`src/rtl/combo_lock_sequencer_if.sv`:
```
// Pin bundle of the combination-lock user slot, without clock and reset.
// io_in[4:2] digit, io_in[5] enter, io_in[6] prog, io_in[7] clear.
// io_out[0] unlocked, [1] lockout, [2] busy, [3] error, [4] prog_active, [7:5] fail_cnt.
interface combo_lock_sequencer_if;
  logic [7:2] io_in;
  logic [7:0] io_out;

  modport master (output io_in, input io_out);
  modport slave  (input io_in, output io_out);
endinterface

```
`src/rtl/combo_lock_sequencer.sv`:
```
// Combination-lock sequencer: collects 3-bit digits on enter rising edges, checks them
// against a stored code, counts failed attempts with a timed lockout, and allows the
// code to be reprogrammed while unlocked.
// Ports: clk, rst_n (synchronous, active-low), pins (slave side of combo_lock_sequencer_if).
// Latency: enter pin edge to outputs is two clocks; no backpressure, digits are never stalled.
// Optional feature: define AUTO_RELOCK_EN to fall back to IDLE after RELOCK_CYCLES idle clocks.
module combo_lock_sequencer #(
  parameter int                    CODE_LEN       = 4,
  parameter logic [3*CODE_LEN-1:0] RESET_CODE     = 12'b001_010_011_100,
  parameter int                    MAX_FAILS      = 3,
  parameter int                    LOCKOUT_CYCLES = 16,
  parameter int                    RELOCK_CYCLES  = 64
) (
  input  logic                 clk,
  input  logic                 rst_n,
  combo_lock_sequencer_if.slave pins
);
  localparam int              CW         = 3 * CODE_LEN;
  localparam int              TW         = $clog2(LOCKOUT_CYCLES + 1);
  localparam logic [2:0]      IDX_LAST   = 3'(CODE_LEN - 1);
  localparam logic [2:0]      FAIL_LAST  = 3'(MAX_FAILS - 1);
  localparam logic [2:0]      FAIL_MAX   = 3'(MAX_FAILS);
  localparam logic [TW-1:0]   TIMER_LOAD = TW'(LOCKOUT_CYCLES - 1);

  typedef enum logic [2:0] {S_IDLE, S_ENTRY, S_UNLOCKED, S_PROG, S_LOCKOUT} state_t;

  state_t        state, state_nxt;
  logic          enter_q1, enter_q2;
  logic [2:0]    digit_q;
  logic [2:0]    idx, idx_nxt;
  logic          mism, mism_nxt;
  logic [2:0]    fail_cnt, fail_nxt;
  logic [TW-1:0] timer, timer_nxt;
  logic [CW-1:0] code, code_nxt;
  logic [CW-1:0] shadow, shadow_nxt, shadow_w;
  logic          error_q, error_nxt;
  logic          accept, clear, prog, digit_bad, last, store;
  logic [4:0]    off;
  logic          relock_hit;

  assign accept = enter_q1 & ~enter_q2;
  assign clear  = pins.io_in[7];
  assign prog   = pins.io_in[6];
  assign off    = 5'(idx) * 5'd3;
  assign last   = (idx == IDX_LAST);

  // Current digit compared against the live code; shadow_w is the shadow with the
  // incoming digit dropped into its slot, so the final digit commits in one step.
  always_comb begin
    digit_bad = (code[off +: 3] != digit_q);
    shadow_w  = shadow;
    shadow_w[off +: 3] = digit_q;
  end

`ifdef AUTO_RELOCK_EN
  localparam int            RW          = $clog2(RELOCK_CYCLES + 1);
  localparam logic [RW-1:0] RELOCK_LAST = RW'(RELOCK_CYCLES - 1);
  logic [RW-1:0] relock_cnt, relock_nxt;

  // Counts idle clocks in UNLOCKED; any accept (even an ignored one) restarts it.
  always_comb begin
    relock_nxt = '0;
    relock_hit = 1'b0;
    if (state == S_UNLOCKED && !accept) begin
      relock_nxt = relock_cnt + RW'(1);
      relock_hit = (relock_cnt == RELOCK_LAST);
    end
  end

  always_ff @(posedge clk) begin
    if (!rst_n) relock_cnt <= '0;
    else        relock_cnt <= relock_nxt;
  end
`else
  assign relock_hit = 1'b0;
  // RELOCK_CYCLES only matters when auto-relock is built in.
  logic unused_relock;
  assign unused_relock = ^32'(RELOCK_CYCLES);
`endif

  // State register
  always_ff @(posedge clk) begin
    if (!rst_n) begin
      state    <= S_IDLE;
      enter_q1 <= 1'b1;   // a button held through reset must not look like a new press
      enter_q2 <= 1'b1;
      digit_q  <= '0;
      idx      <= '0;
      mism     <= 1'b0;
      fail_cnt <= '0;
      timer    <= '0;
      code     <= RESET_CODE;
      shadow   <= '0;
      error_q  <= 1'b0;
    end else begin
      state    <= state_nxt;
      enter_q1 <= pins.io_in[5];
      enter_q2 <= enter_q1;
      digit_q  <= pins.io_in[4:2];
      idx      <= idx_nxt;
      mism     <= mism_nxt;
      fail_cnt <= fail_nxt;
      timer    <= timer_nxt;
      code     <= code_nxt;
      shadow   <= shadow_nxt;
      error_q  <= error_nxt;
    end
  end

  // Next-state logic
  always_comb begin
    state_nxt  = state;
    idx_nxt    = idx;
    mism_nxt   = mism;
    fail_nxt   = fail_cnt;
    timer_nxt  = timer;
    code_nxt   = code;
    shadow_nxt = shadow;
    error_nxt  = 1'b0;
    store      = 1'b0;
    case (state)
      // IDLE holds idx=0 and mism=0, so it shares the entry path; with CODE_LEN=1
      // the first digit is also the last one and resolves immediately.
      S_IDLE, S_ENTRY: begin
        if (clear) begin
          state_nxt = S_IDLE;
          idx_nxt   = '0;
          mism_nxt  = 1'b0;
        end else if (accept) begin
          if (last) begin
            idx_nxt  = '0;
            mism_nxt = 1'b0;
            if (!(mism | digit_bad)) begin
              state_nxt = S_UNLOCKED;
              fail_nxt  = '0;
            end else begin
              error_nxt = 1'b1;
              if (fail_cnt == FAIL_LAST) begin
                state_nxt = S_LOCKOUT;
                fail_nxt  = FAIL_MAX;
                timer_nxt = TIMER_LOAD;
              end else begin
                state_nxt = S_IDLE;
                fail_nxt  = fail_cnt + 3'd1;
              end
            end
          end else begin
            state_nxt = S_ENTRY;
            idx_nxt   = idx + 3'd1;
            mism_nxt  = mism | digit_bad;
          end
        end
      end
      S_UNLOCKED: begin
        if (clear)                state_nxt = S_IDLE;
        else if (accept && prog)  store = 1'b1;
        else if (relock_hit)      state_nxt = S_IDLE;
      end
      S_PROG: begin
        if (clear) begin
          state_nxt = S_UNLOCKED;
          idx_nxt   = '0;
        end else if (accept) begin
          store = 1'b1;
        end
      end
      S_LOCKOUT: begin
        if (timer == '0) begin
          state_nxt = S_IDLE;
          fail_nxt  = '0;
        end else begin
          timer_nxt = timer - TW'(1);
        end
      end
      default: ;
    endcase

    if (store) begin
      shadow_nxt = shadow_w;
      if (last) begin
        code_nxt  = shadow_w;
        state_nxt = S_UNLOCKED;
        idx_nxt   = '0;
      end else begin
        state_nxt = S_PROG;
        idx_nxt   = idx + 3'd1;
      end
    end
  end

  // Outputs
  always_comb begin
    pins.io_out      = '0;
    pins.io_out[0]   = (state == S_UNLOCKED);
    pins.io_out[1]   = (state == S_LOCKOUT);
    pins.io_out[2]   = (state == S_ENTRY) || (state == S_PROG);
    pins.io_out[3]   = error_q;
    pins.io_out[4]   = (state == S_PROG);
    pins.io_out[7:5] = fail_cnt;
  end
endmodule

```
`src/flat_wrapper.sv`:
```
// flat-port wrapper written by rule: the top's interface ports become plain ports
module combo_lock_sequencer_flat 
#(
  parameter int                    CODE_LEN       = 4,
  parameter logic [3*CODE_LEN-1:0] RESET_CODE     = 12'b001_010_011_100,
  parameter int                    MAX_FAILS      = 3,
  parameter int                    LOCKOUT_CYCLES = 16,
  parameter int                    RELOCK_CYCLES  = 64
)
  (clk, rst_n, pins_io_in, pins_io_out);
  combo_lock_sequencer_if pins_i ();
  input  logic clk;
  input  logic rst_n;
  input wire logic [$bits(pins_i.io_in)-1:0] pins_io_in;
  output wire logic [$bits(pins_i.io_out)-1:0] pins_io_out;
  assign pins_i.io_in = pins_io_in;
  assign pins_io_out = pins_i.io_out;
  combo_lock_sequencer #(.CODE_LEN(CODE_LEN), .RESET_CODE(RESET_CODE), .MAX_FAILS(MAX_FAILS), .LOCKOUT_CYCLES(LOCKOUT_CYCLES), .RELOCK_CYCLES(RELOCK_CYCLES)) u_core (.clk(clk), .rst_n(rst_n), .pins(pins_i));
endmodule
```
`config.mk`:
```
export PLATFORM = sky130hd
export DESIGN_NAME = combo_lock_sequencer_flat
export DESIGN_NICKNAME = d
export VERILOG_FILES = /design/src/rtl/combo_lock_sequencer_if.sv /design/src/rtl/combo_lock_sequencer.sv /design/src/flat_wrapper.sv
export SDC_FILE = /design/constraint.sdc
export NUM_CORES = 1
export LEC_CHECK = 0
export ABC_AREA = 1
export CORE_ASPECT_RATIO = 0.6
export CORE_MARGIN = 2
export CORE_UTILIZATION = 30
export CTS_CLUSTER_SIZE = 28
export DETAILED_ROUTE_END_ITERATION = 10
export GPL_TIMING_DRIVEN = 0
export PLACE_DENSITY = 0.45
export REMOVE_ABC_BUFFERS = 1
export SETUP_SLACK_MARGIN = 0.02
export SLEW_MARGIN = 20
export SYNTH_ARGS = -nofsm -noshare
export SYNTH_HDL_FRONTEND = slang
export SYNTH_SLANG_ARGS = --single-unit
```
`constraint.sdc`:
```
create_clock -name clk -period 4.56 [get_ports clk]
set_input_delay 0.456 -clock clk [delete_from_list [all_inputs] [get_ports clk]]
set_output_delay 0.456 -clock clk [all_outputs]
set_load 0.005 [all_outputs]
```
==> flow_summary.yaml <==
sta:
  worst_clock_skew_ns: 0.00712
  worst_slew_pin_slew_ns: 0.932
  grt_setup_unrepaired: "false"
  holdWs_ns: 0.433
  period_needed_ns: 2.67
  finalSetupTns_ns: 0
  fmax_mhz: 375
  setup_viol: 0
  slew_headroom_pct: 37.7
  timing.final.crit_share_pct: 58.5
  slew_violations: 0
  finalHoldViolCount: 0
setup_path:
  cp-end-kind: "register"
  startpoint_type: "primary input"
  cpPeakStageDelay_ns: 0.48
  cp_data_required_time_ns: 4.75
  crit_top_cell: "inv_1"
  worstPathMaxFanout: 18
  path_cells: "clkdlybuf4s50_1 > inv_1 > nand2_1 > nor2_2 > inv_2 > nor2_4 > inv_1 > a211oi_1"
  worst_path_max_delay_cell: "nor2_2"
  worstPathArrival_ns: 2.86
  r2r_cells: 10
  crit_type: "in -> reg"
clocking:
  clock_latency_ns: 0.29
  clk_path_buf_depth: 2
  cts_root_buf: "clkbuf_16"
  h-tree-depth: 2
  clk_pin_slew_ns: 0.06
  ctsHoldBuffers: 0
  cts_tree: "done"
  clock_sinks: 45
  ctsResizeCount: 0
  cts_inserted_buffers: 5
  postCtsSetupRepairBufs: 0
power:
  p_leak_nw: 1.20
  vdd_drop_max_uv: 117
  p_seq_share_pct: 45.5
  switching_share_pct: 28.6
  combPwrFrac_pct: 15.3
  clock_power_share_pct: 39.2
  powerDensity_mw_per_mm2: 328
  internal-power_mw: 0.652
  p_switching_mw: 0.261
layout:
  mostFrequentLayoutCell: "inv_1"
  n_antenna_cell: 0
  regArea_sq_um: 901
  fin_nets: 391
  layout_common_cells: "inv_1, nand2_1, dfxtp_1"
  drive_above_1_share_pct: 4.79
  area_delta_synth_final_pct: 14.7
  final_util_pct: 35.4
  multiInputGateArea_sq_mm: 0.00119
  stdcell_count: 484
  fillers: 851
  final_area_sq_mm: 0.00278
floorplan:
  die_w_um: 120
  die_h_um: 73.6
  initial_core_util_pct: 30.9
  pin_count: 16
  rows: 25
  fp.coreArea_sq_mm: 0.00785
  fp.dieArea_sq_mm: 0.00884
synth:
  synth-adder-area-share_pct: 4.13
  synth_warnings: 0
  ys.flop_type: "dfxtp_1"
  synth_edf_count: 0
  syn_area_per_cell_sq_um: 6.68
  yosys.area_share.simple_pct: 27.1
  muxShareOfSynthArea_pct: 0
  synth_xor_area_share_pct: 0.361
  netlist_instances: 363
  synth_seq_cells: 45
  ys_types: 29
  synth-async-reset-ratio_pct: 0
  synth_top_family_by_area: "simple AND/OR/NAND/NOR gates"
  netlist_area_sq_mm: 0.00242
  synth_compound_area_share_pct: 17.7
  ys_seq_area_share_pct: 37.2
placement:
  hpwl_um: 4330
  port_buffers: 15
  placedCellCount: 476
  place.gp.congestion: 0.789
  place_area_sq_mm: 0.00264
route:
  drt_iter0_drc: 150
  vias: 2146
  remaining_drc_errors: 0
  drtAntennaViolNets: 0
  wl_per_cell_um: 12.7
  avgViaCountPerCell: 4.43
  drt-total-wl_um: 6130
  drt_first_pass_iters: 4
global_routing:
  overflow: 0
  antenna_found_initial: 0
  track_usage_pct: 15.3
  grt_max_degree: 24
  grt_pass1_vias: 1942
  grt_pass1_wl_um: 10100
job:
  cap_violations: 0
status:
  status: "finished, final reports clean"
hold_path:
  hold_depth: 2
  holdCritPathClass: "reg -> reg"
[routing by layer]
layer,routed length (um),track usage (%),part of all wire [%]
met1,3710,24.5,61
met2,2140,18.7,35
met3,222,3.96,3.6
met4,57,5.10,0.93
met5,0,0,0
[sequential cells by signal (all words and copies together), names as in the netlist, 3 cells and up]
name	count
u_core.fail_cnt	3
u_core.state	3
u_core.shadow	12
u_core.timer	5
u_core.code	12
u_core.idx	3
u_core.digit_q	3
[worst max-delay path, delay by kind of cell]
family,cells,cell delay [ns]
AO/OA/AOI/OAI,1,0.27
AND/OR/NAND/NOR,3,1.01
buffers and inverters,4,1.11
[synth_stat cells, drive strengths merged, types with 2 or more instances]
| cell type | count | area share (%) |
|---|---|---|
| ha | 8 | 4.1 |
| a211oi | 3 | 0.93 |
| dfxtp | 45 | 37 |
| nand4 | 7 | 1.8 |
| nand2 | 64 | 9.9 |
| inv | 69 | 11 |
| o21ai | 40 | 8.3 |
| or2 | 2 | 0.52 |
| nand3 | 26 | 5.9 |
| nor2 | 41 | 7.4 |
| nor3 | 5 | 1.0 |
| clkbuf | 5 | 1.2 |
| o211ai | 4 | 1.2 |
| a21oi | 34 | 7.0 |
| buf | 5 | 1.5 |
[logic make-up (layout without fill, tap and decap cells)]
kind of cell               count (synthesis)  count (layout)
buffers and inverters                     80              93
DFF                                       45              45
adders and majority gates                  8               8
AOI/OAI and AO/OA                         82              82
and+or+nand+nor                          147             147
xor gates and xnor gates                   1               1
[power groups by stage]
stage / Sequential (mW) / Combinational (mW) / Clock [mW]
global route: 0.417 / 0.159 / 0.384
CTS: 0.415 / 0.139 / 0.370
finish: 0.416 / 0.139 / 0.358
detailed placement: 0.424 / 0.139 / 0
global placement: 0.424 / 0.140 / 0
floorplan: 0.420 / 0.0937 / 0
[cell type report]
| type | count | share of cell area [%] |
|---|---|---|
| Inverter | 70 | 9.45 |
| Tap cell | 108 | 4.86 |
| Clock buffer | 8 | 4.91 |
| Multi-Input combinational cell | 238 | 43.0 |
| Sequential cell | 45 | 32.4 |
| Timing Repair Buffer | 15 | 5.40 |
[path summary, 6_finish.rpt]
path	slack (ns)	start	endpoint
setup / recovery	1.89	pins_io_in[5]	u_core.code[5]
hold / removal	0.43	u_core.enter_q1	u_core.enter_q2
setup reg to reg	2.07	u_core.idx[0]	u_core.shadow[0]
hold reg to reg	0.43	u_core.enter_q1	u_core.enter_q2
[through the flow]
step	total power, mW	setup WS, ns
after detailed placement	0.563	1.58
final	0.913	1.89
after global routing	0.960	1.57
after floorplan	0.514	2.67
after global placement	0.564	1.56
after CTS	0.924	1.88
Note: power is estimated with default switching activity, not from simulation.
